**src/rtl/cache_defs_pkg.sv**
```systemverilog
// cache_defs: line-fill FSM encoding and widths shared with the cache controller
package cache_defs;
    typedef enum logic [1:0] {IDLE = 2'd0, XFER = 2'd1, DONE = 2'd2, RELEASE = 2'd3} lfu_state_e;
    localparam int Wn_Words          = 4;
    localparam int En_Data_W         = 32;
    localparam int En_Addr_W         = 32;
    localparam int Word_Select_Width = $clog2(Wn_Words);
endpackage

```
**src/rtl/lfu_word_cnt.sv**
```systemverilog
// lfu_word_cnt: wrap-around line word index with transfer count and last-word flag
module lfu_word_cnt #(
    parameter int WORDS = 4
) (
    input  logic                     clk,
    input  logic                     rst,
    input  logic                     load,
    input  logic                     adv,
    input  logic [$clog2(WORDS)-1:0] start,
    output logic [$clog2(WORDS)-1:0] idx,
    output logic                     last
);
    localparam int IW = $clog2(WORDS);
    logic [IW-1:0] idx_q, idx_d, cnt_q, cnt_d;
    always_comb begin
        idx_d = load ? start : adv ? idx_q + 1'b1 : idx_q;
        cnt_d = load ? '0 : adv ? cnt_q + 1'b1 : cnt_q;
    end
    always_ff @(posedge clk) begin
        if (rst) begin
            idx_q <= '0;
            cnt_q <= '0;
        end else begin
            idx_q <= idx_d;
            cnt_q <= cnt_d;
        end
    end
    assign idx  = idx_q;
    assign last = &cnt_q;
endmodule

```
**src/rtl/line_fill_unit.sv**
```systemverilog
// line_fill_unit: cache line refill/write-back sequencer; LFU_CRITICAL_WORD_FIRST_EN starts refills at Word_Select
module line_fill_unit
    import cache_defs::*;
#(
    parameter int WORDS  = Wn_Words,
    parameter int DATA_W = En_Data_W,
    parameter int ADDR_W = En_Addr_W
) (
    input  logic                     clk,
    input  logic                     rst,
    input  logic                     Req_Low,
    input  logic                     Wr_Low,
    input  logic [ADDR_W-1:0]        Line_Addr,
    input  logic [$clog2(WORDS)-1:0] Word_Select,
    input  logic [DATA_W-1:0]        WB_Data,
    output logic                     Rdy_Low,
    output logic                     Fill_We,
    output logic [$clog2(WORDS)-1:0] Fill_Word,
    output logic [DATA_W-1:0]        Fill_Data,
    output logic                     Mem_Req,
    output logic                     Mem_We,
    output logic [ADDR_W-1:0]        Mem_Addr,
    output logic [DATA_W-1:0]        Mem_WData,
    input  logic [DATA_W-1:0]        Mem_RData,
    input  logic                     Mem_Ack
);
    localparam int IW = $clog2(WORDS);
    localparam int BW = ADDR_W - IW - 2;
    lfu_state_e state_q, state_d;
    logic wr_q, wr_d;
    logic [BW-1:0] base_q, base_d;
    logic load, adv, last, xfer, unused_bits;
    logic [IW-1:0] idx, start;
`ifdef LFU_CRITICAL_WORD_FIRST_EN
    assign start       = Wr_Low ? '0 : Word_Select;
    assign unused_bits = ^Line_Addr[IW+1:0];
`else
    assign start       = '0;
    assign unused_bits = ^{Word_Select, Line_Addr[IW+1:0]};
`endif
    assign xfer = state_q == XFER;
    // An ack landing in a reset cycle must neither write the cache nor advance the burst
    always_comb begin
        load    = state_q == IDLE && Req_Low;
        adv     = xfer && Mem_Ack && !rst;
        wr_d    = load ? Wr_Low : wr_q;
        base_d  = load ? Line_Addr[ADDR_W-1:IW+2] : base_q;
        state_d = load ? XFER
                : (adv && last) ? DONE
                : state_q == DONE ? RELEASE
                : (state_q == RELEASE && !Req_Low) ? IDLE
                : state_q;
    end
    always_ff @(posedge clk) begin
        if (rst) begin
            state_q <= IDLE;
            wr_q    <= 1'b0;
            base_q  <= '0;
        end else begin
            state_q <= state_d;
            wr_q    <= wr_d;
            base_q  <= base_d;
        end
    end
    lfu_word_cnt #(.WORDS(WORDS)) u_cnt (
        .clk  (clk),
        .rst  (rst),
        .load (load),
        .adv  (adv),
        .start(start),
        .idx  (idx),
        .last (last)
    );
    assign Rdy_Low   = state_q == DONE;
    assign Mem_Req   = xfer;
    assign Mem_We    = xfer && wr_q;
    assign Mem_Addr  = xfer ? {base_q, idx, 2'b00} : '0;
    assign Mem_WData = (xfer && wr_q) ? WB_Data : '0;
    assign Fill_We   = adv && !wr_q;
    assign Fill_Word = idx;
    assign Fill_Data = Fill_We ? Mem_RData : '0;
endmodule

```
**config.mk**
```make
export PLATFORM = sky130hd
export DESIGN_NAME = line_fill_unit
export DESIGN_NICKNAME = d
export VERILOG_FILES = /design/src/rtl/cache_defs_pkg.sv /design/src/rtl/lfu_word_cnt.sv /design/src/rtl/line_fill_unit.sv
export SDC_FILE = /design/constraint.sdc
export NUM_CORES = 1
export LEC_CHECK = 0
export BUFFER_PORTS_ARGS = -buffer_cell sky130_fd_sc_hd__buf_2
export CORE_AREA = 2 2 80 82
export CTS_CLUSTER_DIAMETER = 200
export DETAILED_ROUTE_END_ITERATION = 8
export DIE_AREA = 0 0 82 84
export PLACE_DENSITY = 0.79
export SKIP_LAST_GASP = 1
export SYNTH_ARGS = -nofsm -noshare
export SYNTH_HDL_FRONTEND = slang
export SYNTH_SLANG_ARGS = --single-unit
export TNS_END_PERCENT = 5
```
**constraint.sdc**
```tcl
create_clock -name clk -period 2 [get_ports clk]
set_input_delay 0 -clock clk [delete_from_list [all_inputs] [get_ports clk]]
set_output_delay 0 -clock clk [all_outputs]
set_load 0.02 [all_outputs]
```
# Word level (Yosys, flattened, before mapping)
# Index checks and enable logic that the tools add are counted.
[word_totals]
out_inout_bits = 102
in_bits = 103
wordCells = 33
register_bits = 35
[op_classes]
n_reduce_logical = 15
add_sub_neg = 2
n_mux = 7
n_eq_ne = 3
[op_table]
columns = ["operator", "count"]
rows = [
  ["$mux W32", 3],
  ["$logic_and A1 B1 Y1", 7],
  ["$mux W2", 3],
  ["$add A2 B1 Y2 const B", 2],
  ["$eq A2 B2 Y1 const B", 2],
  ["$reduce_bool A4 Y1", 1],
  ["$logic_not A1 Y1", 3],
  ["$reduce_bool A3 Y1", 1],
  ["$eq A2 B1 Y1 const B", 1],
  ["$logic_not A2 Y1", 1],
  ["$reduce_and A2 Y1", 1],
  ["$reduce_or A2 Y1", 1],
  ["$mux W1", 1],
]

# Depth between registers and ports, before layout
# Gate-level depths: netlist (run 1).
[depth]
depth_word = 6
ltp_mapped = 6
ltp_nobuf = 4

# By module
# A second synthesis (run 1) with hierarchy kept.
[unflattened]
cells_unflattened = 270
area_unflattened_um2 = 2031.9
[modules_own_cells]
columns = ["mod", "cells_per_inst", "seq_area_each_um2", "instances", "area_per_inst_um2"]
rows = [
  ["line_fill_unit", 252, 620.6, 1, 1843.0],
  ["lfu_word_cnt", 18, 80.1, 1, 188.9],
]

# Worst setup path after synthesis (run 1)
# OpenSTA, ideal clock, no wires.
[synth_path]
path_kind = "register -> register"
from = "reg state_q[1]"
to = "reg base_q[10]"
arrival_ns = 1.166
period_less_slack_ns = 1.299
path_stages_with_launch = 7
required_time_ns = 1.868
slack_ns = 0.701
setup_ns = 0.132
n_path_buf = 3
cell_sequence = "dfxtp_1 -> buf_2 -> or3b_4 -> buf_6 -> buf_6 -> nand2_1 -> a21oi_1"
[synth_via]
elab_chain_cells = 2
[synth_lines]
columns = ["element", "line", "rtl"]
rows = [
  ["from (decl)", "line_fill_unit.sv:29", "lfu_state_e state_q, state_d;"],
  ["from (signal assigned)", "line_fill_unit.sv:60", "state_q <= state_d;"],
  ["$logic_not A2 Y1", "line_fill_unit.sv:44", "load = state_q == IDLE && Req_Low;"],
  ["$logic_and A1 B1 Y1", "line_fill_unit.sv:44", ""],
  ["to (signal assigned)", "line_fill_unit.sv:62", "base_q <= base_d;"],
  ["to (decl)", "line_fill_unit.sv:31", "logic [BW-1:0] base_q, base_d;"],
]
# No other way between the ends.
# A chain may end at the register's enable or synchronous reset.

# Final worst setup path (run 1)
[layout_path]
from = "reg state_q[0]"
to = "out Fill_Data[11]"
[layout_via]
elab_chain_cells = 5
[layout_lines]
columns = ["element", "line", "rtl"]
rows = [
  ["$eq A2 B1 Y1", "line_fill_unit.sv:41", "assign xfer = state_q == XFER;"],
  ["$logic_and A1 B1 Y1 (2 in a row)", "line_fill_unit.sv:45", "adv = xfer && Mem_Ack && !rst;"],
  ["$logic_and A1 B1 Y1", "line_fill_unit.sv:79", "assign Fill_We = adv && !wr_q;"],
  ["$mux W32", "line_fill_unit.sv:81", "assign Fill_Data = Fill_We ? Mem_RData : '0;"],
  ["to (decl)", "line_fill_unit.sv:19", "output logic [DATA_W-1:0] Fill_Data,"],
]
# No other way between the ends.

==> results of run 1 <==
## final cells by class
type / count / area [um2] / share of cell area [%]
Sequential cell: 35 / 701 / 20.7
Clock inverter: 1 / 7.51 / 0.222
Inverter: 1 / 3.75 / 0.111
Tap cell: 77 / 96.3 / 2.85
Multi-Input combinational cell: 208 / 1150 / 34.1
Clock buffer: 7 / 96.3 / 2.85
Timing Repair Buffer: 232 / 1320 / 39.2
## worst max-delay path by stage
stage	startpoint	depth (start not counted)	endpoint
floorplan	state_q[1]	6	base_q[10]
CTS	state_q[0]	5	Fill_Data[11]
global placement	state_q[0]	5	Fill_Data[11]
finish	state_q[0]	5	Fill_Data[11]
detailed placement	state_q[0]	5	Fill_Data[11]
global route	state_q[0]	5	Fill_Data[24]
## synth_stat cells
library cell	n	area, um2
sky130_fd_sc_hd__xor2_1	3	26.3
sky130_fd_sc_hd__nand4b_1	1	8.76
sky130_fd_sc_hd__and2_1	63	394
sky130_fd_sc_hd__ha_1	1	12.5
sky130_fd_sc_hd__inv_1	1	3.75
sky130_fd_sc_hd__nor3b_2	1	12.5
sky130_fd_sc_hd__clkbuf_1	13	48.8
sky130_fd_sc_hd__a21oi_1	30	150
sky130_fd_sc_hd__nor2b_1	2	12.5
sky130_fd_sc_hd__buf_2	6	30.0
sky130_fd_sc_hd__o21ai_0	1	5.00
sky130_fd_sc_hd__conb_1	1	3.75
sky130_fd_sc_hd__and3_1	33	206
sky130_fd_sc_hd__mux2i_1	2	20.0
sky130_fd_sc_hd__or3_1	1	6.26
sky130_fd_sc_hd__buf_6	3	33.8
sky130_fd_sc_hd__a211oi_1	1	7.51
sky130_fd_sc_hd__nand2_1	59	221
sky130_fd_sc_hd__nor2_1	1	3.75
sky130_fd_sc_hd__buf_4	5	37.5
sky130_fd_sc_hd__or3b_4	1	11.3
sky130_fd_sc_hd__nor3_1	5	25.0
sky130_fd_sc_hd__dfxtp_1	35	701
sky130_fd_sc_hd__nand3b_1	1	7.51
## metal layers
layer  up-vias  track usage (%)  wire, um  part of all wire [%]
met4         0             4.39        18                  0.26
li1       1288                -         -                     -
met3         2             3.90       526                   7.7
met1      1146             19.7      2540                    37
met2        98             37.3      3770                    55
met5         -                0         0                     0
## power by group through the flow
| stage | clock network, mW | registers (mW) | logic [mW] |
|---|---|---|---|
| detailed placement | 0 | 0.770 | 0.355 |
| global placement | 0 | 0.767 | 0.346 |
| floorplan | 0 | 0.763 | 0.210 |
| finish | 0.559 | 0.754 | 0.401 |
| global route | 0.620 | 0.758 | 0.442 |
| CTS | 0.591 | 0.753 | 0.399 |
## critical path: stages, from the launching register on
cell and delay (ps):
sky130_fd_sc_hd__dfxtp_1 540, sky130_fd_sc_hd__nor2b_4 230, sky130_fd_sc_hd__and3_1 170, sky130_fd_sc_hd__buf_4 240, sky130_fd_sc_hd__and2_1 150, sky130_fd_sc_hd__buf_2 170
## flip-flops by register name, indices dropped and copies added (netlist names)
name,flops
u_cnt.cnt_q,2
u_cnt.idx,2
wr_q,1
state_q,2
base_q,28
## layout by cell type (no fill, tap or decap)
cell type / count
sky130_fd_sc_hd__xor2_1: 3
sky130_fd_sc_hd__and3_1: 33
sky130_fd_sc_hd__buf_4: 7
sky130_fd_sc_hd__o21ai_0: 1
sky130_fd_sc_hd__mux2i_1: 2
sky130_fd_sc_hd__a21oi_1: 30
sky130_fd_sc_hd__clkbuf_8: 7
sky130_fd_sc_hd__buf_2: 196
sky130_fd_sc_hd__nand2_1: 59
sky130_fd_sc_hd__nor2b_4: 1
sky130_fd_sc_hd__or3_1: 1
sky130_fd_sc_hd__ha_1: 1
sky130_fd_sc_hd__nand3b_1: 1
sky130_fd_sc_hd__nor2b_1: 1
sky130_fd_sc_hd__dfxtp_1: 35
sky130_fd_sc_hd__nand4b_1: 1
sky130_fd_sc_hd__clkinvlp_4: 1
sky130_fd_sc_hd__a211oi_1: 1
sky130_fd_sc_hd__nor3_1: 5
sky130_fd_sc_hd__or3b_4: 1
sky130_fd_sc_hd__dlygate4sd3_1: 29
sky130_fd_sc_hd__inv_1: 1
sky130_fd_sc_hd__conb_1: 2
sky130_fd_sc_hd__nor2_1: 1
sky130_fd_sc_hd__nor3b_4: 1
sky130_fd_sc_hd__and2_1: 63
## kinds of logic (layout without fill, tap and decap cells)
kind of cell | Yosys count | in the layout
buf+inv | 28 | 241
other cells | 1 | 2
mux | 2 | 2
compound gates | 32 | 32
xor+xnor | 3 | 3
fa+ha+maj | 1 | 1
flops | 35 | 35
simple gates | 168 | 168
## what timing repair did
action | CTS | global route
hold buffers | 29 | 0
endpoints found under the setup margin | 0 | 0
resized for setup | 0 | 0
hold endpoints to repair | 29 | 0
==> results.txt, run 1 <==
Arrival @ worst endpoint -> 1780 ps
fraction of final layout cells sized beyond drive strength 1 -> 44.2%
instance count of the mapped netlist -> 270
critical path class -> register to primary output
accumulated negative setup slack -> 0 ps
number of distinct library cell variants in the gate-level netlist after synthesis -> 24
global-route wire length before repair -> 10,500 um
die span in y -> 84 um
worst IR drop on VDD -> 0.415 mV
count of final setup violators -> 0
classification of the worst-slack hold path -> primary input to register
Area growth, synth to finish -> 69.9%
clock input transition at the sequential cells of the worst setup and hold paths -> 70 ps
number of warnings issued by yosys -> 0
dpl ws -> 497 ps
number of buffers created by CTS -> 5
post-synthesis simple-gate area fraction -> 45.7%
non-filler instance count after layout -> 561
Clock power frac -> 32.6%
Hold Path Cell Cnt -> 3
status -> completed
sequential share of the synthesized area -> 35.2%
leakage dissipation -> 1.99 nW
TritonCTS Sinks -> 35
number of antenna violations at the first check in global routing -> 0
Placed Instances -> 524
number of global-route vias before repair -> 2,397
# Max-Cap Violations -> 0
register share of total power -> 44.0%
overall die area -> 6890 um2
count of TritonRoute iterations in the first routing pass -> 4
H-tree depth reported by CTS -> 2
average instance area after synthesis -> 7.37 um2
largest fanout on the critical path -> 33
netlist area before placement -> 1990 um2
register bit count reported by yosys -> 35
TritonCTS clock tree -> yes
number of DRC violations after detailed routing -> 0
Max Fclk -> 0.562 GHz
core outline area -> 6100 um2
number of cells traversed by the worst register-to-register path -> 3
nets -> 587
final worst path period need -> 1780 ps
Synth Area in XOR/XNOR -> 1.32%
Worst Setup Slack, final -> 219 ps
routed via count divided by cell count -> 4.52
# Post-CTS Setup Buffers -> 0
endpoint of the worst-slack reg-to-reg timing path -> base_q[25]
setup repair after global routing missed its margin -> no
Synth Area in Compound Gates -> 8.18%
Max Transition Viols Final -> 0
endpoint class of the critical path -> primary output
hold_sp -> Req_Low
Worst Hold Path EP -> state_q[1]
net switching share of the total power -> 27.7%
row cnt -> 29
total wire length after detailed routing -> 6860 um
clock root cell -> sky130_fd_sc_hd__clkbuf_8
maximum number of pins on one net before global-route repair -> 41
antenna-violating nets left -> 0
net switching component of the power -> 0.475 mW
top-level port count -> 205
nature of the critical path startpoint -> register
instance area after placement -> 2990 um2
number of DRC markers after the initial detailed-route iteration -> 80
GRT Residual Overflow -> 0
mux cell area share after synthesis -> 1.01%
RD Place Congestion -> 0.686
minimum setup slack among reg-to-reg paths -> 620 ps
starting density of the core -> 32.6%
data required time at the worst endpoint -> 2000 ps
clock latency on the worst-skew pair -> 270 ps
final number of hold-violating endpoints -> 0
fin util -> 55.5%
Port Buf Inserts -> 196
count of filler cells inserted in the layout -> 583
Clock Skew -> 2.43 ps
startpoint of the worst register-to-register path -> state_q[1]
DPL Wire Length -> 4920 um
clock tree buffer depth -> 2
GRT Resource Usage Total -> 19.0%
total non-filler cell area in the finished layout -> 3380 um2
per-cell routed wire length -> 12.2 um
combinational family with the most area after synthesis -> simple AND/OR/NAND/NOR gates
die width -> 82 um
share of synthesized cell area in full adder, half adder and majority cells -> 0.629%
Antenna Cells -> 0
Power Density -> 507 nW/um2
worst hold margin -> 66.5 ps
Final Power -> 1.71 mW
share of the clock period used by the worst path -> 89.0%
part of the power in combinational logic -> 23.4%
internal power consumption -> 1.24 mW
via count -> 2,534
Power figures use the tool's default switching activity.
==> inputs of run 2 (changes only) <==
--- a/config.mk
+++ b/config.mk
@@ -6,11 +6,13 @@
 export NUM_CORES = 1
 export LEC_CHECK = 0
 export BUFFER_PORTS_ARGS = -buffer_cell sky130_fd_sc_hd__buf_2
-export CORE_AREA = 2 2 80 82
+export CELL_PAD_IN_SITES_DETAIL_PLACEMENT = 1
+export CELL_PAD_IN_SITES_GLOBAL_PLACEMENT = 1
+export CORE_MARGIN = 2
+export CORE_UTILIZATION = 24
 export CTS_CLUSTER_DIAMETER = 200
 export DETAILED_ROUTE_END_ITERATION = 8
-export DIE_AREA = 0 0 82 84
-export PLACE_DENSITY = 0.79
+export PLACE_DENSITY = 0.89
 export SKIP_LAST_GASP = 1
 export SYNTH_ARGS = -nofsm -noshare
 export SYNTH_HDL_FRONTEND = slang
==> results.txt, run 2 (same netlist as run 1, synthesis figures left out) <==
met3 layer wire length in the routed design -> 645 um (was 526 um)
cells along the critical path -> nor2b_4, and3_1, buf_4, and2_1, buf_2 (unchanged)
number of global-route vias before repair -> 2,544 (was 2,397)
core outline area -> 8130 um2 (was 6100 um2)
maximum number of pins on one net before global-route repair -> 37 (was 41)
Max stage delay cell, worst path -> sky130_fd_sc_hd__dfxtp_1 (unchanged)
number of DRC markers after the initial detailed-route iteration -> 36 (was 80)
clock tree buffer depth -> 2 (unchanged)
per-cell routed wire length -> 14.4 um (was 12.2 um)
critical path class -> register to primary output (unchanged)
Max Fclk -> 0.550 GHz (was 0.562 GHz)
Clock power frac -> 30.1% (was 32.6%)
Max Transition Viols Final -> 0 (unchanged)
Antenna Cells -> 0 (unchanged)
count of final setup violators -> 0 (unchanged)
DPL Wire Length -> 6080 um (was 4920 um)
Largest stage delay, worst path -> 540 ps (about the same)
top-level port count -> 205 (unchanged)
met1 wire length -> 3160 um (was 2540 um)
number of cells traversed by the worst register-to-register path -> 3 (unchanged)
final number of hold-violating endpoints -> 0 (unchanged)
nets -> 588 (was 587)
register with the most flip-flops -> base_q (unchanged)
accumulated negative setup slack -> 0 ps (unchanged)
largest fanout on the critical path -> 33 (unchanged)
clock input transition at the sequential cells of the worst setup and hold paths -> 70 ps (about the same)
Final Power -> 1.67 mW (was 1.71 mW)
area used by sequential logic in the layout -> 701 um2 (unchanged)
number of DRC violations after detailed routing -> 0 (unchanged)
endpoint class of the critical path -> primary output (unchanged)
post_cts resized -> 0 (unchanged)
data required time at the worst endpoint -> 2000 ps (about the same)
internal power consumption -> 1.17 mW (was 1.24 mW)
H-tree depth reported by CTS -> 2 (unchanged)
leakage dissipation -> 1.99 nW (about the same)
leading cell type in the layout, fill and taps excluded -> sky130_fd_sc_hd__buf_2 (unchanged)
fraction of final layout cells sized beyond drive strength 1 -> 43.9% (was 44.2%)
commonest cells after routing, fill and taps aside -> sky130_fd_sc_hd__buf_2 (196), sky130_fd_sc_hd__and2_1 (63), sky130_fd_sc_hd__nand2_1 (59) (unchanged)
die width -> 95.0 um (was 82 um)
clock latency on the worst-skew pair -> 280 ps (was 270 ps)
net switching share of the total power -> 29.9% (was 27.7%)
die span in y -> 95.0 um (was 84 um)
Hold Path Cell Cnt -> 3 (unchanged)
nature of the critical path startpoint -> register (unchanged)
setup repair after global routing missed its margin -> no (unchanged)
antenna-violating nets left -> 0 (unchanged)
overall die area -> 9030 um2 (was 6890 um2)
Port Buf Inserts -> 196 (unchanged)
row cnt -> 33 (was 29)
count of filler cells inserted in the layout -> 1,069 (was 583)
GRT Residual Overflow -> 0 (unchanged)
GRT Resource Usage Total -> 17.2% (was 19.0%)
status -> completed (unchanged)
count of TritonRoute iterations in the first routing pass -> 4 (unchanged)
routed via count divided by cell count -> 4.46 (was 4.52)
Power Density -> 492 nW/um2 (was 507 nW/um2)
via count -> 2,632 (was 2,534)
# Max-Cap Violations -> 0 (unchanged)
TritonCTS clock tree -> yes (unchanged)
number of antenna violations at the first check in global routing -> 0 (unchanged)
register share of total power -> 45.1% (was 44.0%)
starting density of the core -> 24.5% (was 32.6%)
Area growth, synth to finish -> 70.9% (was 69.9%)
part of the power in combinational logic -> 24.8% (was 23.4%)
max reg flops -> 28 (unchanged)
final worst path period need -> 1820 ps (was 1780 ps)
global-route wire length before repair -> 12,200 um (was 10,500 um)
wire length on met2 -> 4590 um (was 3770 um)
area used by multi-input combinational logic -> 1150 um2 (unchanged)
RD Place Congestion -> 0.672 (was 0.686)
net switching component of the power -> 0.500 mW (was 0.475 mW)
clock root cell -> sky130_fd_sc_hd__clkbuf_8 (unchanged)
worst IR drop on VDD -> 0.300 mV (was 0.415 mV)
share of the clock period used by the worst path -> 90.9% (was 89.0%)
Top Metal Used -> met4 (unchanged)
total wire length after detailed routing -> 8490 um (was 6860 um)
TritonCTS Sinks -> 35 (unchanged)
number of buffers created by CTS -> 5 (unchanged)
Arrival @ worst endpoint -> 1820 ps (was 1780 ps)
Clock Skew -> 3.60 ps (was 2.43 ps)
classification of the worst-slack hold path -> primary input to register (unchanged)
[run 2: metal layers]
metal,global-route usage [%],up-vias
met5,0,-
met4,3.86,0
met3,3.79,11
met2,33.3,108
met1,19.0,1225
li1,-,1288
[run 2: path summary, 6_finish.rpt]
check,from,end,slack (ps)
worst max register to register,state_q[1],base_q[25],600
worst min-delay path,Req_Low,state_q[1],80
worst max-delay path,state_q[0],Fill_Data[12],180
worst min register to register,base_q[11],base_q[11],450
[run 2: through the flow]
| stage | worst slack, ps | cell area, um2 | util, % | hold WS (ps) | cells |
|---|---|---|---|---|---|
| after global placement | 518 | 3030 | 37.2 | 242 | 553 |
| after CTS | 137 | 3400 | 41.8 | 79.0 | 590 |
| final | 182 | 3400 | 41.8 | 81.3 | 590 |
| after detailed placement | 464 | 3030 | 37.2 | 248 | 553 |
| after global routing | 25.6 | 3400 | 41.8 | 128 | 590 |
| after floorplan | 701 | 1990 | - | 136 | 271 |
[run 2: repair_timing]
item | CTS | global route
setup buffers | 0 | 0
endpoints found under the hold margin | 29 | 0
hold buffers | 29 | 0
[run 2: power by group through the flow]
| stage | sequential, mW | combinational, mW | clock (mW) |
|---|---|---|---|
| after floorplan | 0.763 | 0.210 | 0 |
| after global placement | 0.768 | 0.354 | 0 |
| after detailed placement | 0.770 | 0.369 | 0 |
| after CTS | 0.754 | 0.413 | 0.522 |
| after global routing | 0.759 | 0.456 | 0.552 |
| final | 0.754 | 0.415 | 0.503 |
[run 2: critical path, delay by kind of cell (launching register included)]
kind | cells | cell delay, ps
buffers and inverters | 2 | 410
DFF | 1 | 540
and+or+nand+nor | 3 | 590
[run 2: final cells by class]
type	instances	share of cell area (%)
Clock buffer	7	2.24
Clock inverter	1	0.147
Inverter	1	0.110
Multi-Input combinational cell	208	33.9
Sequential cell	35	20.6
Tap cell	105	3.86
Timing Repair Buffer	233	39.1
